## src/rtl/cache_mem_responder_if.sv

```systemverilog
// Request/response bus between the cache miss path (master) and the
// backing-memory responder (slave).
interface cache_mem_responder_if #(
    parameter int AW = 8,
    parameter int DW = 8
) ();
    logic          req_valid;
    logic          req_ready;
    logic          req_we;
    logic [AW-1:0] req_addr;
    logic [DW-1:0] req_wdata;
    logic          resp_valid;
    logic          resp_ready;
    logic [AW-1:0] resp_addr;
    logic [DW-1:0] resp_data;
    logic          resp_is_wr;

    modport master (
        output req_valid, req_we, req_addr, req_wdata, resp_ready,
        input  req_ready, resp_valid, resp_addr, resp_data, resp_is_wr
    );

    modport slave (
        input  req_valid, req_we, req_addr, req_wdata, resp_ready,
        output req_ready, resp_valid, resp_addr, resp_data, resp_is_wr
    );
endinterface

```

## src/rtl/cache_mem_responder.sv

```systemverilog
// Backing-memory responder for the cache miss path. Owns a 2^AW x DW memory
// image, serves one read-fill or write-back at a time, and answers after
// LATENCY cycles (legal range 1..15; the countdown is 4 bits wide).
// Optional feature macro: CACHE_MEM_WR_ACK_EN -- when defined, write-backs
// return an acknowledge beat; when undefined, writes are posted.
module cache_mem_responder #(
    parameter int LATENCY = 4,
    parameter int AW      = 8,
    parameter int DW      = 8
) (
    input  logic                   clk,
    input  logic                   rst,
    cache_mem_responder_if.slave   bus,
    output logic                   busy
);
    localparam int         DEPTH  = 1 << AW;
    localparam logic [3:0] LAT_M1 = 4'(LATENCY - 1);

    typedef enum logic [1:0] {
        ST_IDLE = 2'd0,
        ST_WAIT = 2'd1,
        ST_RESP = 2'd2
    } state_t;

    state_t        state_reg, state_next;
    logic [3:0]    cnt_reg, cnt_next;
    logic          accept;
    logic          wr_en;
    logic          load_resp;
    logic [AW-1:0] addr_reg;
    logic [AW-1:0] resp_addr_reg;
    logic [DW-1:0] resp_data_reg;
    logic [DW-1:0] mem [DEPTH];
`ifdef CACHE_MEM_WR_ACK_EN
    logic          we_reg;
    logic          resp_is_wr_reg;
`endif

    // State register and latency counter; reset aborts any transaction.
    always_ff @(posedge clk or negedge rst) begin
        if (!rst) begin
            state_reg <= ST_IDLE;
            cnt_reg   <= 4'd0;
        end else begin
            state_reg <= state_next;
            cnt_reg   <= cnt_next;
        end
    end

    // Next-state logic, countdown and acceptance/write/response-load strobes.
    always_comb begin
        state_next = state_reg;
        cnt_next   = cnt_reg;
        accept     = 1'b0;
        wr_en      = 1'b0;
        load_resp  = 1'b0;
        case (state_reg)
            ST_IDLE: begin
                if (bus.req_valid) begin
                    accept = 1'b1;
                    wr_en  = bus.req_we;
`ifdef CACHE_MEM_WR_ACK_EN
                    state_next = ST_WAIT;
                    cnt_next   = LAT_M1;
`else
                    // Posted writes never leave IDLE, so writes stream every cycle.
                    if (!bus.req_we) begin
                        state_next = ST_WAIT;
                        cnt_next   = LAT_M1;
                    end
`endif
                end
            end
            ST_WAIT: begin
                // Leave at zero instead of decrementing so the counter never wraps.
                if (cnt_reg == 4'd0) begin
                    state_next = ST_RESP;
                    load_resp  = 1'b1;
                end else begin
                    cnt_next = cnt_reg - 4'd1;
                end
            end
            ST_RESP: begin
                if (bus.resp_ready) begin
                    state_next = ST_IDLE;
                end
            end
            default: state_next = ST_IDLE;
        endcase
    end

    // Memory image: identity pattern on reset, written on write acceptance.
    always_ff @(posedge clk or negedge rst) begin
        if (!rst) begin
            for (int i = 0; i < DEPTH; i++) begin
                mem[i] <= DW'(i);
            end
        end else if (wr_en) begin
            mem[bus.req_addr] <= bus.req_wdata;
        end
    end

    // Request capture and response field registers (stable while in RESP).
    always_ff @(posedge clk or negedge rst) begin
        if (!rst) begin
            addr_reg       <= '0;
            resp_addr_reg  <= '0;
            resp_data_reg  <= '0;
`ifdef CACHE_MEM_WR_ACK_EN
            we_reg         <= 1'b0;
            resp_is_wr_reg <= 1'b0;
`endif
        end else begin
            if (accept) begin
                addr_reg <= bus.req_addr;
`ifdef CACHE_MEM_WR_ACK_EN
                we_reg   <= bus.req_we;
`endif
            end
            if (load_resp) begin
                resp_addr_reg  <= addr_reg;
`ifdef CACHE_MEM_WR_ACK_EN
                resp_data_reg  <= we_reg ? '0 : mem[addr_reg];
                resp_is_wr_reg <= we_reg;
`else
                resp_data_reg  <= mem[addr_reg];
`endif
            end
        end
    end

    // Handshake outputs decode the state register only (no path from req_valid).
    assign bus.req_ready  = (state_reg == ST_IDLE);
    assign bus.resp_valid = (state_reg == ST_RESP);
    assign bus.resp_addr  = resp_addr_reg;
    assign bus.resp_data  = resp_data_reg;
`ifdef CACHE_MEM_WR_ACK_EN
    assign bus.resp_is_wr = resp_is_wr_reg;
`else
    assign bus.resp_is_wr = 1'b0;
`endif
    assign busy           = (state_reg != ST_IDLE);

endmodule

```

## src/flat_wrapper.sv

```systemverilog
// flat-port wrapper written by rule: the top's interface ports become plain ports
module cache_mem_responder_flat 
#(
    parameter int LATENCY = 4,
    parameter int AW      = 8,
    parameter int DW      = 8
)
  (clk, rst, busy, bus_req_valid, bus_req_we, bus_req_addr, bus_req_wdata, bus_resp_ready, bus_req_ready, bus_resp_valid, bus_resp_addr, bus_resp_data, bus_resp_is_wr);
  cache_mem_responder_if #(.AW(AW), .DW(DW)) bus_i ();
  input  logic clk;
  input  logic rst;
  output logic busy;
  input wire logic [$bits(bus_i.req_valid)-1:0] bus_req_valid;
  input wire logic [$bits(bus_i.req_we)-1:0] bus_req_we;
  input wire logic [$bits(bus_i.req_addr)-1:0] bus_req_addr;
  input wire logic [$bits(bus_i.req_wdata)-1:0] bus_req_wdata;
  input wire logic [$bits(bus_i.resp_ready)-1:0] bus_resp_ready;
  output wire logic [$bits(bus_i.req_ready)-1:0] bus_req_ready;
  output wire logic [$bits(bus_i.resp_valid)-1:0] bus_resp_valid;
  output wire logic [$bits(bus_i.resp_addr)-1:0] bus_resp_addr;
  output wire logic [$bits(bus_i.resp_data)-1:0] bus_resp_data;
  output wire logic [$bits(bus_i.resp_is_wr)-1:0] bus_resp_is_wr;
  assign bus_i.req_valid = bus_req_valid;
  assign bus_i.req_we = bus_req_we;
  assign bus_i.req_addr = bus_req_addr;
  assign bus_i.req_wdata = bus_req_wdata;
  assign bus_i.resp_ready = bus_resp_ready;
  assign bus_req_ready = bus_i.req_ready;
  assign bus_resp_valid = bus_i.resp_valid;
  assign bus_resp_addr = bus_i.resp_addr;
  assign bus_resp_data = bus_i.resp_data;
  assign bus_resp_is_wr = bus_i.resp_is_wr;
  cache_mem_responder #(.LATENCY(LATENCY), .AW(AW), .DW(DW)) u_core (.clk(clk), .rst(rst), .bus(bus_i), .busy(busy));
endmodule
```

## config.mk

```make
export PLATFORM = sky130hd
export DESIGN_NAME = cache_mem_responder_flat
export DESIGN_NICKNAME = d
export VERILOG_FILES = /design/src/rtl/cache_mem_responder_if.sv /design/src/rtl/cache_mem_responder.sv /design/src/flat_wrapper.sv
export SDC_FILE = /design/constraint.sdc
export NUM_CORES = 2
export LEC_CHECK = 0
export BUFFER_PORTS_ARGS = -buffer_cell sky130_fd_sc_hd__buf_2
export CORE_MARGIN = 1
export CORE_UTILIZATION = 25
export CTS_CLUSTER_DIAMETER = 120
export DETAILED_ROUTE_END_ITERATION = 6
export GPL_TIMING_DRIVEN = 1
export PLACE_DENSITY_LB_ADDON = 0.12
export SYNTH_ARGS = -nofsm -noshare
export SYNTH_HDL_FRONTEND = slang
export SYNTH_SLANG_ARGS = --single-unit
```

## constraint.sdc

```tcl
create_clock -name clk -period 6.05 [get_ports clk]
set_input_delay 0.605 -clock clk [delete_from_list [all_inputs] [get_ports clk]]
set_output_delay 0.605 -clock clk [all_outputs]
set_load 0.02 [all_outputs]
```

# [Word level (Yosys, flattened, before mapping)]
# Index checks and enable logic that the tools add are counted.
[op_classes] eq_ne=7 n_reduce_logical=7 addsub=1 bitwise_logic=2 magnitude_cmp=3 n_mux=21
[op_table] op="$bwmux 2048" count=1
[op_table] op="$bmux 8 s8" count=1
[op_table] op="$demux 8 s8" count=1
[op_table] op="$mux 8" count=3
[op_table] op="$ge 9x9->1 const B" count=2
[op_table] op="$not 8->9" count=2
[op_table] op="$mux 4" count=3
[op_table] op="$lt 9x1->1 const B" count=1
[op_table] op="$mux 2" count=4
[op_table] op="$ne 2x2->1 const B" count=4
[op_table] op="$pmux 4 s2" count=1
[op_table] op="$reduce_and 4->1" count=2
[op_table] op="$mux 1" count=6
[op_table] op="$pmux 2 s3" count=1
[op_table] op="$logic_not 4->1" count=1
[op_table] op="$reduce_bool 2->1" count=2
[op_table] op="$sub 4x1->4 const B" count=1
[op_table] op="$eq 2x1->1 const B" count=1
[op_table] op="$eq 2x2->1 const B" count=1
[op_table] op="$logic_not 2->1" count=1
[op_table] op="$ne 2x1->1 const B" count=1
[op_table] op="$logic_and 1x1->1" count=1
[totals] wordCells=302 register_bits=2078 inputBits=21

# [Depth between registers and ports, before layout]
[logic_depth] word_depth=6 ltp_mapped=12 ltp_nobuf=8

# [Worst setup path before layout]
# No wires, ideal clock.
[synth_path] path_type="register -> register" from="reg u_core.addr_reg[0]" to="reg u_core.resp_data_reg[6] (netlist: u_core.bus.resp_data[6])" path_slack_ns=3.445 stages_incl_launch_ff=9 arrival_time_ns=2.461 n_path_buf=3 period_less_slack_ns=2.605 path_cell_list="dfrtp_1 > buf_2 > buf_4 > buf_1 > mux4_2 > mux4_2 > a22o_1 > nor2_1 > o221ai_1"
[synth_via] elab_chain_cells=4
[synth_rtl] item="start: declaration" line="cache_mem_responder.sv:30" text="logic [AW-1:0] addr_reg;"
[synth_rtl] item="start signal: assignment" line="cache_mem_responder.sv:115" text="addr_reg <= bus.req_addr;"
[synth_rtl] item="$not 8->9 (not written as such)" line="cache_mem_responder.sv:126" text="resp_data_reg <= mem[addr_reg];"
[synth_rtl] item="$bmux 8 s8" line="cache_mem_responder.sv:126"
[synth_rtl] item="$mux 8 (not written as such) (2 in series)" line="cache_mem_responder.sv:126"
[synth_rtl] item="end signal: assignment" line="cache_mem_responder.sv:126"
[synth_rtl] item="end: declaration" line="cache_mem_responder.sv:32" text="logic [DW-1:0] resp_data_reg;"
# Every way passes these cells. The select of a mux whose other input is x is not followed.
# A chain may end at the register's enable or synchronous reset.

# [Worst setup path after layout]
# Same ends and word-level chain as after synthesis.

==> results.toml <==
[status]
outcome = "finished clean"

[finish]
largest-register = "u_core.mem"
largest_reg_flops = 2048
design_area_um2 = 110500
post-route-util_pct = 29.06
area_growth_pct = 15.34
stdcell_count = 11474
layout-drive-gt1-share_pct = 64.58
nets = 6257
fillCellCount = 37896

[drt]
first_iter_violations = 3108
via_per_inst = 4.803
via_count = 55105
ant_nets = 0
drc = 0
detail_route.first_pass.iterations = 5
drt-total-wl_um = 322800
routedWlPerCell_um = 28.13

[place]
gp_congestion = 0.7889
preCtsSetupSlack_ns = 1.278
place_hpwl_um = 205000
place_area_um2 = 102300
placedCellCount = 11001
io_buffer_count = 39

[sta]
final-setup-viol-count = 0
hold_slack_ns = 0.1335
fin_crit_sh_pct = 77.64
skew_ns = 0.09411
timing.fmax_ghz = 0.2129
worst_pin_slew_ns = 1.362
setup_tns_ns = 0
rsz0062_at_grt = "false"
drv_slew = 0
setup_ws_ns = 1.353
final_hold_viol_count = 0
maxSlewHeadroom_pct = 8.835
period_minus_slack_ns = 4.697

[logic_synthesis]
synth_area_um2 = 95820
synth_compound_area_share_pct = 2.468
synth_warnings = 0
synthMuxAreaShare_pct = 36.82
synth-simple-area-share_pct = 3.029
synth_edf_count = 0
yosysMostFrequentCell = "mux2_2"
synthesis.nets = 6248
synthFlopType = "dfrtp_1"
synth_cell_types = 56
synth_area_leaders = "dfstp_2 (28%), dfrtp_1 (28%), mux2_2 (24%)"
yosys-top-cells-count = "mux2_2 (2024), dfrtp_1 (1054), dfstp_2 (1024)"
synth_top_area_cell = "dfstp_2"
netlist_instances = 6226
synth-seq-cells = 2078
synth_xor_area_share_pct = 0
avgSynthCellArea_um2 = 15.39
ys_seq_area_share_pct = 55.61
netlist.area_leader.share_pct = 28.08
synthArstFlopShare_pct = 100.0
synth_fa_ha_area_share_pct = 0.01306
synth_top_family_by_area = "multiplexers"

[clocking]
cts_tree = "yes"
cts_max_level = 4
clk_pin_slew_worst_paths_ns = 0.06
numClockSinks = 2078
postCtsSetupBuffers = 0
cts_buffer_depth = 4
clockRootBuffer = "clkbuf_16"
holdBufCountCts = 4
cts_buffers = 244
cts.repair.resized = 0
clk_latency_ns = 0.95

[critical_path]
setup.worst_path.start_class = "flip-flop"
r2r-start = "u_core.addr_reg[0]$_DFFE_PN0P_"
cpPeakStageDelay_ns = 1.11
cp-end-kind = "flip-flop"
path_cells = "buf_4 -> buf_4 -> mux4_2 -> a2111oi_0 -> nor4_1 -> nand3_1 -> o221ai_1"
crit_arrival_ns = 5.43
cp_top_family = "compound AO/OA/AOI/OAI gates"
worstPathRequired_ns = 6.78
cpMostUsedCell = "buf_4"
crit_type = "reg -> reg"
rrSetupSlack_ns = 1.35
worstReg2RegEnd = "u_core.bus.resp_data[6]$_DFFE_PN0P_"
cp_max_fo = 31
r2r_cells = 7
cp_num_buf_inv = 2
slowest_stage = "a2111oi_0"

[global_routing]
antenna_found_initial = 31
overflow = 0
grt_pass1_vias = 58842
grt_pass1_wl_um = 464400
grt_max_degree = 166
grt_use_total_pct = 16.53

[worst_hold_path]
hold_path.class = "in -> reg"
hold_end = "u_core.addr_reg[0]$_DFFE_PN0P_"
worstHoldStart = "bus_req_addr[0]"
holdPathStages = 3

[power]
ir_worst_vdd_v = 0.0002567
power_density_nw_per_um2 = 344.1
total_power_mw = 38.03
leakagePower_nw = 47.18

[floorplan]
io_pins = 41
die_w_um = 621.1
core_area_um2 = 380300
die-area_um2 = 385800
start_util_pct = 25.19
die_y_um = 621.1
rows = 226

[flow_run]
maxCapViolCount = 0
-- cells in the final DEF, fill, tap and decap left out, drive strengths merged, types with 20 or more instances in the layout --
master,instances
clkbuf,412
a21oi,46
nor2,177
o22ai,54
o21ai,52
o221ai,58
a22oi,36
nand3,36
mux2i,204
dfstp,1024
buf,215
a22o,27
nand2,256
mux2,2070
clkinv,30
nor3,62
dfrtp,1054
nand2b,20
mux4,441
-- how the worst max path moves through the flow --
stage / slack [ns] / start / cells after the start / to
2_1_floorplan: 3.45 / u_core.addr_reg[0]$_DFFE_PN0P_ / 8 / u_core.bus.resp_data[6]$_DFFE_PN0P_
3_3_place_gp: 1.24 / u_core.addr_reg[0]$_DFFE_PN0P_ / 7 / u_core.bus.resp_data[6]$_DFFE_PN0P_
6_report: 1.35 / u_core.addr_reg[0]$_DFFE_PN0P_ / 7 / u_core.bus.resp_data[6]$_DFFE_PN0P_
3_5_place_dp: 1.28 / u_core.addr_reg[0]$_DFFE_PN0P_ / 7 / u_core.bus.resp_data[6]$_DFFE_PN0P_
4_1_cts: 1.30 / u_core.addr_reg[0]$_DFFE_PN0P_ / 7 / u_core.bus.resp_data[6]$_DFFE_PN0P_
5_1_grt: 1.21 / u_core.addr_reg[0]$_DFFE_PN0P_ / 7 / u_core.bus.resp_data[6]$_DFFE_PN0P_
-- cells by family (layout without fill, tap and decap cells) --
group,Yosys count,in the layout
simple gates,627,627
flops,2078,2078
compound gates,336,336
other cells,1,14
mux,2715,2715
fa+ha+maj,1,1
buf+inv,468,687
-- where the power goes --
part           leakage [nW]  switching [mW]  internal [mW]
registers              25.2           0.581           14.5
logic                  18.0            5.24           2.72
clock network          3.99            6.13           8.87
-- tightest hold or removal path: cells and delay by family --
kind                   cells  cell delay, ns
AND/OR/NAND/NOR            1            0.10
AO/OA/AOI/OAI              1            0.07
buffers and inverters      1            0.21
-- layer usage --
metal	wire length, µm	vias up	GRT usage, %
met1	154500	30480	23.84
met3	9961	412	1.782
met4	8623	0	4.445
met5	0	-	0
met2	149700	853	26.24
li1	-	23360	-
-- area by class of cell --
class / instances / area, µm² / area share, %
antenna: 13 / 32.53 / 0.02944
clock buffer: 412 / 7535 / 6.818
clock inverter: 44 / 584.3 / 0.5287
inverter: 10 / 37.54 / 0.03396
multi-input combinational: 3680 / 40730 / 36.85
sequential: 2078 / 53300 / 48.23
tap: 5016 / 6276 / 5.679
timing repair buffer: 221 / 2019 / 1.827
No activity file was read; power rests on OpenSTA's default activity.
